[config.mk]
export PLATFORM = sky130hd
export DESIGN_NAME = cr_kme_fifo_arb_flat
export DESIGN_NICKNAME = d
export VERILOG_FILES = /design/src/rtl/cr_kme_fifo_arb_if.sv /design/src/rtl/cr_kme_fifo_arb.sv /design/src/flat_wrapper.sv
export SDC_FILE = /design/constraint.sdc
export NUM_CORES = 1
export LEC_CHECK = 0
export ABC_AREA = 1
export BUFFER_PORTS_ARGS = -buffer_cell sky130_fd_sc_hd__buf_2
export CAP_MARGIN = 25
export CELL_PAD_IN_SITES_DETAIL_PLACEMENT = 0
export CELL_PAD_IN_SITES_GLOBAL_PLACEMENT = 1
export CORE_AREA = 8 8 161 163
export DETAILED_ROUTE_END_ITERATION = 8
export DIE_AREA = 0 0 169 171
export MAX_ROUTING_LAYER = met4
export PLACE_DENSITY = 0.64
export SETUP_SLACK_MARGIN = 0.05
export SYNTH_ARGS = -nofsm -noshare
export SYNTH_HDL_FRONTEND = slang
export SYNTH_SLANG_ARGS = --single-unit
[constraint.sdc]
create_clock -name clk -period 2.1 [get_ports clk]
set_input_delay 0.315 -clock clk [delete_from_list [all_inputs] [get_ports clk]]
set_output_delay 0.315 -clock clk [all_outputs]
set_load 0.03 [all_outputs]
[src/rtl/cr_kme_fifo_arb_if.sv]
// Write-side bundle between requesters, the arbiter and the KME FIFO wrapper.
// master: requester/FIFO environment side; slave: the arbiter.
// Carries the per-requester valid/ready/data and the FIFO write port with its stall.
interface cr_kme_fifo_arb_if #(
  parameter int N_REQ = 4,
  parameter int DW    = 83
);
  logic [N_REQ-1:0]    req_valid;
  logic [N_REQ*DW-1:0] req_data;
  logic [N_REQ-1:0]    req_ready;
  logic [DW-1:0]       fifo_in;
  logic                fifo_in_valid;
  logic                fifo_in_stall;

  modport master (
    output req_valid, req_data, fifo_in_stall,
    input  req_ready, fifo_in, fifo_in_valid
  );

  modport slave (
    input  req_valid, req_data, fifo_in_stall,
    output req_ready, fifo_in, fifo_in_valid
  );
endinterface

[src/rtl/cr_kme_fifo_arb.sv]
// Round-robin, packet-locking arbiter feeding one KME staging FIFO write port.
// Latency: grant one cycle after request in IDLE; data path req_data->fifo_in is combinational.
// Backpressure: fifo_in_stall gates ready and the write strobe in the same cycle, no skid.
module cr_kme_fifo_arb #(
  parameter int N_REQ     = 4,
  parameter int DW        = 83,
  parameter int EOP_BIT   = 82,
  parameter int MAX_BEATS = 64
) (
  input  logic                       clk,
  input  logic                       rst,
  input  logic                       arb_en,
  cr_kme_fifo_arb_if.slave           bus,
  output logic                       busy,
  output logic [$clog2(N_REQ)-1:0]   owner,
  output logic                       pkt_too_long
);

  localparam int OW = $clog2(N_REQ);

  typedef enum logic {
    IDLE   = 1'b0,
    LOCKED = 1'b1
  } state_t;

  state_t         state_q, state_d;
  logic [OW-1:0]  owner_q, owner_d;
  logic [OW-1:0]  last_q, last_d;
  logic [7:0]     cnt_q, cnt_d;
  logic           too_long_q, too_long_d;
  logic [OW-1:0]  win;
  logic           win_vld;
  logic           xfer;
  logic [DW-1:0]  owner_dat;

  // Entry of the current owner; also what the FIFO sees on its data input.
  assign owner_dat   = bus.req_data[owner_q*DW +: DW];
  assign bus.fifo_in = owner_dat;

  // Round-robin search starting one past the last owner, wrapping around.
  always_comb begin
    win     = last_q;
    win_vld = 1'b0;
    for (int i = 1; i <= N_REQ; i++) begin
      if (!win_vld && bus.req_valid[(int'(last_q) + i) % N_REQ]) begin
        win     = OW'((int'(last_q) + i) % N_REQ);
        win_vld = 1'b1;
      end
    end
  end

  // Next-state and handshake outputs: grant in IDLE, stream beats until EOP in LOCKED.
  always_comb begin
    state_d           = state_q;
    owner_d           = owner_q;
    last_d            = last_q;
    cnt_d             = cnt_q;
    too_long_d        = too_long_q;
    xfer              = 1'b0;
    bus.req_ready     = '0;
    bus.fifo_in_valid = 1'b0;
    case (state_q)
      IDLE: begin
        if (arb_en && win_vld) begin
          state_d = LOCKED;
          owner_d = win;
          cnt_d   = '0;
        end
      end
      LOCKED: begin
        bus.req_ready[owner_q] = ~bus.fifo_in_stall;
        xfer                   = bus.req_valid[owner_q] & ~bus.fifo_in_stall;
        bus.fifo_in_valid      = xfer;
        if (xfer) begin
          if (cnt_q != 8'hFF) cnt_d = cnt_q + 8'd1;
          // Flag the beat that goes past MAX_BEATS; the packet itself is not cut.
          if (int'(cnt_q) == MAX_BEATS) too_long_d = 1'b1;
          if (owner_dat[EOP_BIT]) begin
            state_d = IDLE;
            last_d  = owner_q;
          end
        end
      end
      default: state_d = IDLE;
    endcase
  end

  // Control state register; last owner resets to N_REQ-1 so requester 0 wins first.
  always_ff @(posedge clk) begin
    if (rst) begin
      state_q    <= IDLE;
      owner_q    <= '0;
      last_q     <= OW'(N_REQ - 1);
      cnt_q      <= '0;
      too_long_q <= 1'b0;
    end else begin
      state_q    <= state_d;
      owner_q    <= owner_d;
      last_q     <= last_d;
      cnt_q      <= cnt_d;
      too_long_q <= too_long_d;
    end
  end

  assign busy         = (state_q == LOCKED);
  assign owner        = owner_q;
  assign pkt_too_long = too_long_q;

endmodule

[src/flat_wrapper.sv]
// flat-port wrapper written by rule: the top's interface ports become plain ports
module cr_kme_fifo_arb_flat 
#(
  parameter int N_REQ     = 4,
  parameter int DW        = 83,
  parameter int EOP_BIT   = 82,
  parameter int MAX_BEATS = 64
)
  (clk, rst, arb_en, busy, owner, pkt_too_long, bus_req_valid, bus_req_data, bus_fifo_in_stall, bus_req_ready, bus_fifo_in, bus_fifo_in_valid);
  cr_kme_fifo_arb_if #(.N_REQ(N_REQ), .DW(DW)) bus_i ();
  input  logic clk;
  input  logic rst;
  input  logic arb_en;
  output logic busy;
  output logic [$clog2(N_REQ)-1:0] owner;
  output logic pkt_too_long;
  input wire logic [$bits(bus_i.req_valid)-1:0] bus_req_valid;
  input wire logic [$bits(bus_i.req_data)-1:0] bus_req_data;
  input wire logic [$bits(bus_i.fifo_in_stall)-1:0] bus_fifo_in_stall;
  output wire logic [$bits(bus_i.req_ready)-1:0] bus_req_ready;
  output wire logic [$bits(bus_i.fifo_in)-1:0] bus_fifo_in;
  output wire logic [$bits(bus_i.fifo_in_valid)-1:0] bus_fifo_in_valid;
  assign bus_i.req_valid = bus_req_valid;
  assign bus_i.req_data = bus_req_data;
  assign bus_i.fifo_in_stall = bus_fifo_in_stall;
  assign bus_req_ready = bus_i.req_ready;
  assign bus_fifo_in = bus_i.fifo_in;
  assign bus_fifo_in_valid = bus_i.fifo_in_valid;
  cr_kme_fifo_arb #(.N_REQ(N_REQ), .DW(DW), .EOP_BIT(EOP_BIT), .MAX_BEATS(MAX_BEATS)) u_core (.clk(clk), .rst(rst), .arb_en(arb_en), .bus(bus_i), .busy(busy), .owner(owner), .pkt_too_long(pkt_too_long));
endmodule
==> results.md, run 1 <==
- The number of instances in the synthesized netlist is around 470.
- Summed over all cells, the static leakage comes to 2.96 nW.
- The I/O pin count is 432.
- The violation count after the first detailed-route iteration is roughly 480.
- Clock skew on the completed layout was measured at between 0.003 and 0.004 ns.
- The worst hold path terminates at u_core.busy.
- For this design the ratio of total power to cell area is 468 nW/µm².
- The count of final hold-check violations is 0.
- The share of flip-flops with an asynchronous set or reset after synthesis is 0%.
- The quantity of hold-fixing buffers added after cts is 0.
- The initial utilization of the core area, before any placement, comes to 11.8%.
- In the final timing run, aggregate negative setup slack is 0 ns.
- The post-synthesis instance area is 2740 µm².
- The vertical die dimension is around 170 µm.
- For this run the aggregate overflow at the end of global routing stands at 0.
- The flip-flop cell with the highest count after synthesis is sky130_fd_sc_hd__dfxtp_1.
- The global-route wire length before repair is between 30 and 40 mm.
- The CTS H-tree depth is 1.
- The minimum hold slack is 0.326 ns.
- At the worst endpoint, the arrival time is roughly 1.7 ns.
- The count of vias placed by the detailed router is 5325.
- The synthesized design contains 0 enable-type register cells.
- The cell type of the slowest stage on the worst timing path is sky130_fd_sc_hd__dfxtp_4.
- The number of failing setup endpoints in the final timing report is 0.
- The average cell area after synthesis is 5.78 µm².
- The buffer and inverter count on the worst path is 4.
- Setup repair after global routing could not meet its margin everywhere.
- The TritonCTS buffer count is 3.
- The count of warnings emitted by yosys is 0.
- The required time at the endpoint of the critical path is around 1.8 ns.
- The flow ran to the end, and the final reports show no timing, DRC or antenna violations.
- The source of the worst register-to-register timing path is u_core.cnt_q[0].
- In this run, synthesis produced a sequential element count of 14.
- The tree is rooted in a sky130_fd_sc_hd__clkbuf_16.
- The number of distinct library cells after synthesis is 28.
- The number of nets handed over by synthesis was between 800 and 900.
- The total wirelength of the detailed-routed design is 25.5 mm.
- After clock tree synthesis, the clock-pin slew on the worst setup and hold paths is about 0.050 ns.
- The max-slew violation count is 0.
- The floorplan step defined a die boundary enclosing a little under 30000 µm².
- The tightest min-delay check is of the input pin to register type.
- For this run, the total global-route usage over all layers was measured as between 10% and 20%.
- The normalized max-slew margin is 77.1%.
- Leaving out fill and tap cells, the most frequent cell in the layout is sky130_fd_sc_hd__buf_2.
- Along the worst path, the maximum fanout reaches 20.
- The post-route netlist has about 53% of its cells at a drive strength greater than 1.
- The largest vdd supply drop is 0.280 mV.
- Routability-driven placement finished with a final weighted congestion of 0.971.
- The capturing element type of the critical path is an output pin.
- The instance count along the most critical hold path is 3.
- STA classifies the critical path startpoint as a register.
- The shortest clock period the worst path allows after layout is 2.02 ns.
- The number of nets in the finished design is between 1k and 1.5k.
- Entering global routing, the biggest net connects 47 pins.
- The max-capacitance violation count is 0.
- The remaining design rule violation count is 0.
- The pin slew with the least headroom to its limit is 0.338 ns.
- The cell occurring most often along the worst timing path is sky130_fd_sc_hd__buf_4.
- The via-per-instance ratio is 4.37.
- The routed wirelength normalized by instance count is approximately 21 µm.
- The critical path goes through buf_4, nor2_4, buf_4, clkbuf_16, a22oi_1, nand2_1, buf_2.
- The clock net in this run drives a total of 14 sinks.
- The CTS tree is done.
- The longest clock path from root to sink contains 2 buffers.
- During placement, the flow inserted port buffers numbering 431.
- The die is 169 µm wide.
- Leaving out fill and tap cells, the most frequent cells in the layout are sky130_fd_sc_hd__buf_2 (414), sky130_fd_sc_hd__nand2_1 (162), sky130_fd_sc_hd__a22oi_1 (135).
- The reg-to-reg setup timing slack is approximately 0.34 ns.
- The via count of the first global-routing pass is 5298.
- In this run the standard cell core region covers 23300 µm².
- The remaining number of nets flagged by the antenna check after routing is 0.
- The number of placement rows is 56.
- For this run, the register share of the synthesized area comes to 10.2%.
- Relative to the synthesized area, the layout overhead comes to 107%.
- The critical path in this run is classified as register to output pin.
- The startpoint identified for the worst hold timing path is arb_en.
- The cell family contributing the most delay on the critical path is buffers and inverters.
- The number of cells on the worst reg-to-reg path is 8.
- The first detailed-routing pass ran for 7 iterations.
- For this run, the slowest stage of the critical path takes 0.37 ns.
- The share of the clock period used by the worst path is 96.0%.
- The maximum clock rate is 0.496 GHz.
- The worst register-to-register path ends at u_core.cnt_q[2].
- Detailed placement finished with a half-perimeter wire length of ~20 mm.
- The clock reaches the later pin of the worst-skew pair after 0.25 ns.
- The number of antenna violations at the first check in global routing is 7.
[area by class of cell]
cell class                      instances  area (µm²)
Antenna cell                            8        20.0
Multi-Input combinational cell        401        2220
Timing Repair Buffer                  451        2560
Clock buffer                            4        88.8
Tap cell                              319         399
Sequential cell                        14         288
Inverter                               21        80.1
Fill cell                            2730       17600
[layer usage]
metal / global-route usage (%) / wire [µm]
met1: 19.0 / 10300
met3: 4.66 / 2370
met4: 2.19 / 152
met5: - / 0
met2: 26.6 / 12700
[sequential cells by signal (all words and copies together), names as in the netlist]
signal,cells
u_core.pkt_too_long,1
u_core.cnt_q,8
u_core.last_q,2
u_core.owner,2
u_core.busy,1
[Yosys cell counts (all sizes together), types with 2 or more instances]
master  number  area share [%]
a21oi       14             2.7
a22oi      135              37
buf         30             5.5
clkbuf       8             1.1
dfxtp       14              10
ha           2            0.91
inv         21             2.9
nand2      164              23
nand3       47             9.2
nand4        3            0.69
nor2        16             2.2
nor3         6             1.1
nor3b        3            0.82
o211ai       4             1.1
o21ai        3            0.55
[logic make-up after synthesis]
family	after synthesis	share of synthesized area [%]
DFF	14	10.2
and+or+nand+nor	241	37.4
xor gates and xnor gates	2	0.640
adders and majority gates	2	0.914
buffers and inverters	59	9.46
AOI/OAI and AO/OA	156	41.3
[worst min-delay path, delay by kind of cell]
kind	cells	cell delay (ns)
AO/OA/AOI/OAI	1	0.06
buffers and inverters	1	0.09
AND/OR/NAND/NOR	1	0.07
[how the worst max path moves through the flow]
stage | startpoint | end | cells past startpoint
final | u_core.owner[1] | bus_fifo_in[41] | 7
after global routing | u_core.owner[1] | bus_fifo_in[26] | 7
after CTS | u_core.owner[1] | bus_fifo_in[74] | 7
after detailed placement | u_core.owner[0] | bus_fifo_in[82] | 6
after global placement | u_core.owner[0] | bus_fifo_in[82] | 6
after floorplan | u_core.busy | bus_req_ready[0] | 4
[power breakdown]
group / internal (mW) / switching, mW
Sequential: 0.274 / 0.0151
Clock: 0.289 / 0.119
Combinational: 0.732 / 1.22
[what timing repair did]
action,CTS,global route
gates cloned,2,3
endpoints found under the setup margin,78,49
gates resized for setup,3,19
setup buffers,1,3
pin swaps,1,2
[through the flow]
stage / util, % / instances / total power, mW / setup slack [ns] / area (µm²)
6_report: 24.3 / 1218 / 2.65 / 0.0848 / 5660
2_1_floorplan: - / 474 / 1.32 / 0.0858 / 2740
5_1_grt: 24.3 / 1217 / 2.82 / 0.00955 / 5660
3_3_place_gp: 22.9 / 1197 / 2.14 / 0.180 / 5320
3_5_place_dp: 22.9 / 1197 / 2.14 / 0.143 / 5320
4_1_cts: 23.6 / 1204 / 2.58 / 0.0590 / 5500
No activity file was read; power rests on OpenSTA's default activity.
==> run 2: changes to the inputs <==
==> constraint.sdc (replaced) <==
create_clock -name clk -period 2.3 [get_ports clk]
set_input_delay 0.345 -clock clk [delete_from_list [all_inputs] [get_ports clk]]
set_output_delay 0.345 -clock clk [all_outputs]
set_load 0.03 [all_outputs]
==> run 2 against run 1 <==
  * Worst hold slack better by 0.033 ns
  * Clock skew is 0.0022 ns lower
  * Core utilization fell by 1.0 points
  * Register-to-register slack better by 0.09 ns
  * Power down 13%
==> results.md, run 2 (same netlist as run 1, synthesis figures left out) <==
- The global placement routability congestion is 0.949.
- The count of input and output buffers is 431.
- The share of final-layout standard cells stronger than drive strength 1 is 52.1%.
- On the critical path the largest part of the delay comes from buffers and inverters.
- For this block, the routed nets add up to 23.7 mm of wire.
- The maximum number of pins on one net before global-route repair is 47.
- The power spent charging and discharging nets is 1.20 mW.
- The CTS tree is done.
- The library cells used most frequently in the layout, excluding fill and tap cells, are sky130_fd_sc_hd__buf_2 (430), sky130_fd_sc_hd__nand2_1 (162), sky130_fd_sc_hd__a22oi_1 (135).
- The share of power burned in combinational logic is between 70 and 80%.
- The violation count after the first detailed-route iteration is between 400 and 500.
- The quantity of hold-fixing buffers added after cts is 0.
- The most common cell after layout, fill and taps aside is sky130_fd_sc_hd__buf_2.
- The path class of the tightest hold or removal check is input pin to register.
- For this run, design rule violations remaining after detail routing come to 0.
- For the pin with the worst max-slew slack, the measured transition is about 0.32 ns.
- In this run the tightest slew margin relative to its limit is 78.1%.
- Setup repair after global routing left no endpoint under its margin.
- The endpoint identified for the worst register-to-register timing path is u_core.last_q[1].
- The floorplan step set the die width to 169 µm.
- The switching portion of total power is 51.9%.
- The critical path class is register to output pin.
- Detailed placement finished with a half-perimeter wire length of just over 20 mm.
- During I/O placement, the number of pins put on the boundary was 432.
- The via count of the first global-routing pass is 5313.
- For the worst-skew pair, the clock arrives at the later sink with an insertion delay of 0.24 ns.
- The number of cells on the worst reg-to-reg path is 9.
- The number of antenna violations at the first check in global routing was 7.
- The buffer and inverter count on the worst path is 3.
- After layout, the worst setup slack is 0.152 ns.
- The flow ran to the end, and the final reports show no timing, DRC or antenna violations.
- After routing, the total negative slack on setup checks comes to 0 ns.
- The final worst clock skew is 0.00169 ns.
- The maximum clock rate is 0.466 GHz.
- The total grt overflow is 0.
- The worst-case setup slack after placement is 0.240 ns.
- Per report_power, the sequential group accounts for between 10 and 15% of the total.
- The startpoint type of the worst setup path is a register.
- STA classifies the critical path endpoint as an output pin.
- The cell type of the slowest stage on the worst timing path is sky130_fd_sc_hd__dfxtp_2.
- The data arrival time of the critical path is 1.80 ns.
- The flip-flop count of the largest register after layout is 8.
- The count of final hold-check violations was 0.
- The tool flagged a number of max-cap violations equal to 0.
- The startpoint identified for the worst hold timing path is arb_en.
- The source of the worst register-to-register timing path is u_core.owner[0].
- The largest fanout of any net on the critical path is 46.
- The via-per-instance ratio is 4.36.
- Relative to the synthesized area, the layout overhead comes to 97.9%.
- The first detailed-routing pass ran for 5 iterations.
- The remaining number of nets flagged by the antenna check after routing is 0.
- The largest vdd supply drop is around 0.39 mV.
- The die is 171 µm tall.
- For this design, the sink count on the clock tree is 14.
- The required time at the endpoint of the critical path is 1.96 ns.
- Once the floorplan was initialized, standard cells occupied 11.8% of the core.
- The fraction of power consumed by the clock network is 15.8%.
- The shortest clock period the worst path allows after layout is roughly 2.1 ns.
- The CTS clock-pin slew for the worst setup and hold paths is around 0.040 ns.
- For flop-to-flop paths, the worst setup slack is around 0.43 ns.
- The signal on the critical path passes through nand2_1, clkinv_2, buf_12, a22oi_1, a21oi_2, clkbuf_4.
- The minimum hold slack is 0.359 ns.
- The standard cell core area is around 23000 µm².
- The cell sitting at the root of the clock tree is a sky130_fd_sc_hd__clkbuf_16.
- The global-route total usage across every layer is between 10% and 20%.
- The number of nets in the finished design is 1224.
- The first global-routing pass estimated 33.1 mm of wire.
- In the final routed layout, each cell accounts on average for between 15 and 20 µm.
- Cells fill between 20% and 30% of the core in the end.
- The CTS H-tree depth is 1.
- On the worst path, the slowest cell contributes a delay of 0.44 ns.
- Power spread over the standard cell area amounts to 425 nW/µm².
- The count of vias placed by the detailed router is ~5.3k.
- The die covers 28900 µm².
- The number of buffers on the longest clock path is 2.
- Of the available clock period, the critical path in the final layout requires 93.4%.
- TritonCTS created 3 clock buffers.
- The number of placement rows is 56.
- The max-slew violation count is 0.
- The internal portion of the total power is 1.11 mW.
- Setup violations remaining at the end of the flow were counted as 0.
- The instance count along the most critical hold path is 3.
- For this design the static power due to leakage is 2.85 nW.
- For hold timing, the worst endpoint is u_core.busy.
- Ranked by flip-flop count, first place goes to u_core.cnt_q.
- The completed layout was analyzed and its total power is 2.30 mW.
==> run 2: cell types whose count changed in the layout (fill, tap and decap cells not counted), sizes merged <==
| cell | previous run | this run |
|---|---|---|
| buf | 430 | 440 |
| bufbuf | 2 | 0 |
| clkbuf | 23 | 5 |
==> run 2: tightest hold or removal path, stage by stage <==
cell and delay, ns:
sky130_fd_sc_hd__buf_2 0.09, sky130_fd_sc_hd__a21oi_1 0.06, sky130_fd_sc_hd__nor2_1 0.07
==> run 2: per-stage QoR <==
| step | std cells | instance area (µm²) |
|---|---|---|
| 2_1_floorplan | 474 | 2740 |
| 3_3_place_gp | 1195 | 5290 |
| 3_5_place_dp | 1195 | 5290 |
| 4_1_cts | 1199 | 5390 |
| 5_1_grt | 1207 | 5420 |
| 6_report | 1208 | 5420 |
==> run 2: layout make-up <==
| cell class | count | area, µm² |
|---|---|---|
| well taps | 319 | 399 |
| diodes | 8 | 20.0 |
| inverters | 21 | 80.1 |
| fillers | 2760 | 17800 |
| flip-flops and latches | 14 | 283 |
| clock buffers | 4 | 88.8 |
| multi-input cells | 401 | 2220 |
| repair buffers | 441 | 2330 |
==> run 2: how the worst max path moves through the flow <==
stage                     slack [ns]             from           endpoint  cells after the start
after global placement          0.30  u_core.owner[0]  bus_fifo_in_valid                      6
after global routing            0.05  u_core.owner[0]  bus_fifo_in_valid                      6
after detailed placement        0.24  u_core.owner[0]  bus_fifo_in_valid                      6
after floorplan                 0.26      u_core.busy   bus_req_ready[0]                      4
final                           0.15  u_core.owner[0]  bus_fifo_in_valid                      6
after CTS                       0.11  u_core.owner[0]  bus_fifo_in_valid                      6
==> run 2: metal layers <==
layer,global-route usage (%),wire [µm],up-vias
met1,17.8,9560,2407
met3,4.47,2190,23
met2,24.8,11600,289
met5,-,0,-
li1,-,-,2553
met4,3.77,366,0
==> run 2: repair_timing <==
action                                  4_1_cts  5_1_grt
gates resized for setup                       2        2
endpoints found under the hold margin         0        0
endpoints found under the setup margin       18        4
buffers inserted                              0        1
pin swaps                                     0        1
==> run 2: power by group through the flow <==
| stage | clock network (mW) | registers, mW | logic (mW) |
|---|---|---|---|
| after floorplan | 0 | 0.272 | 0.938 |
| after global placement | 0 | 0.268 | 1.68 |
| after detailed placement | 0 | 0.269 | 1.68 |
| after CTS | 0.373 | 0.265 | 1.68 |
| after global routing | 0.386 | 0.266 | 1.80 |
| final | 0.364 | 0.265 | 1.67 |
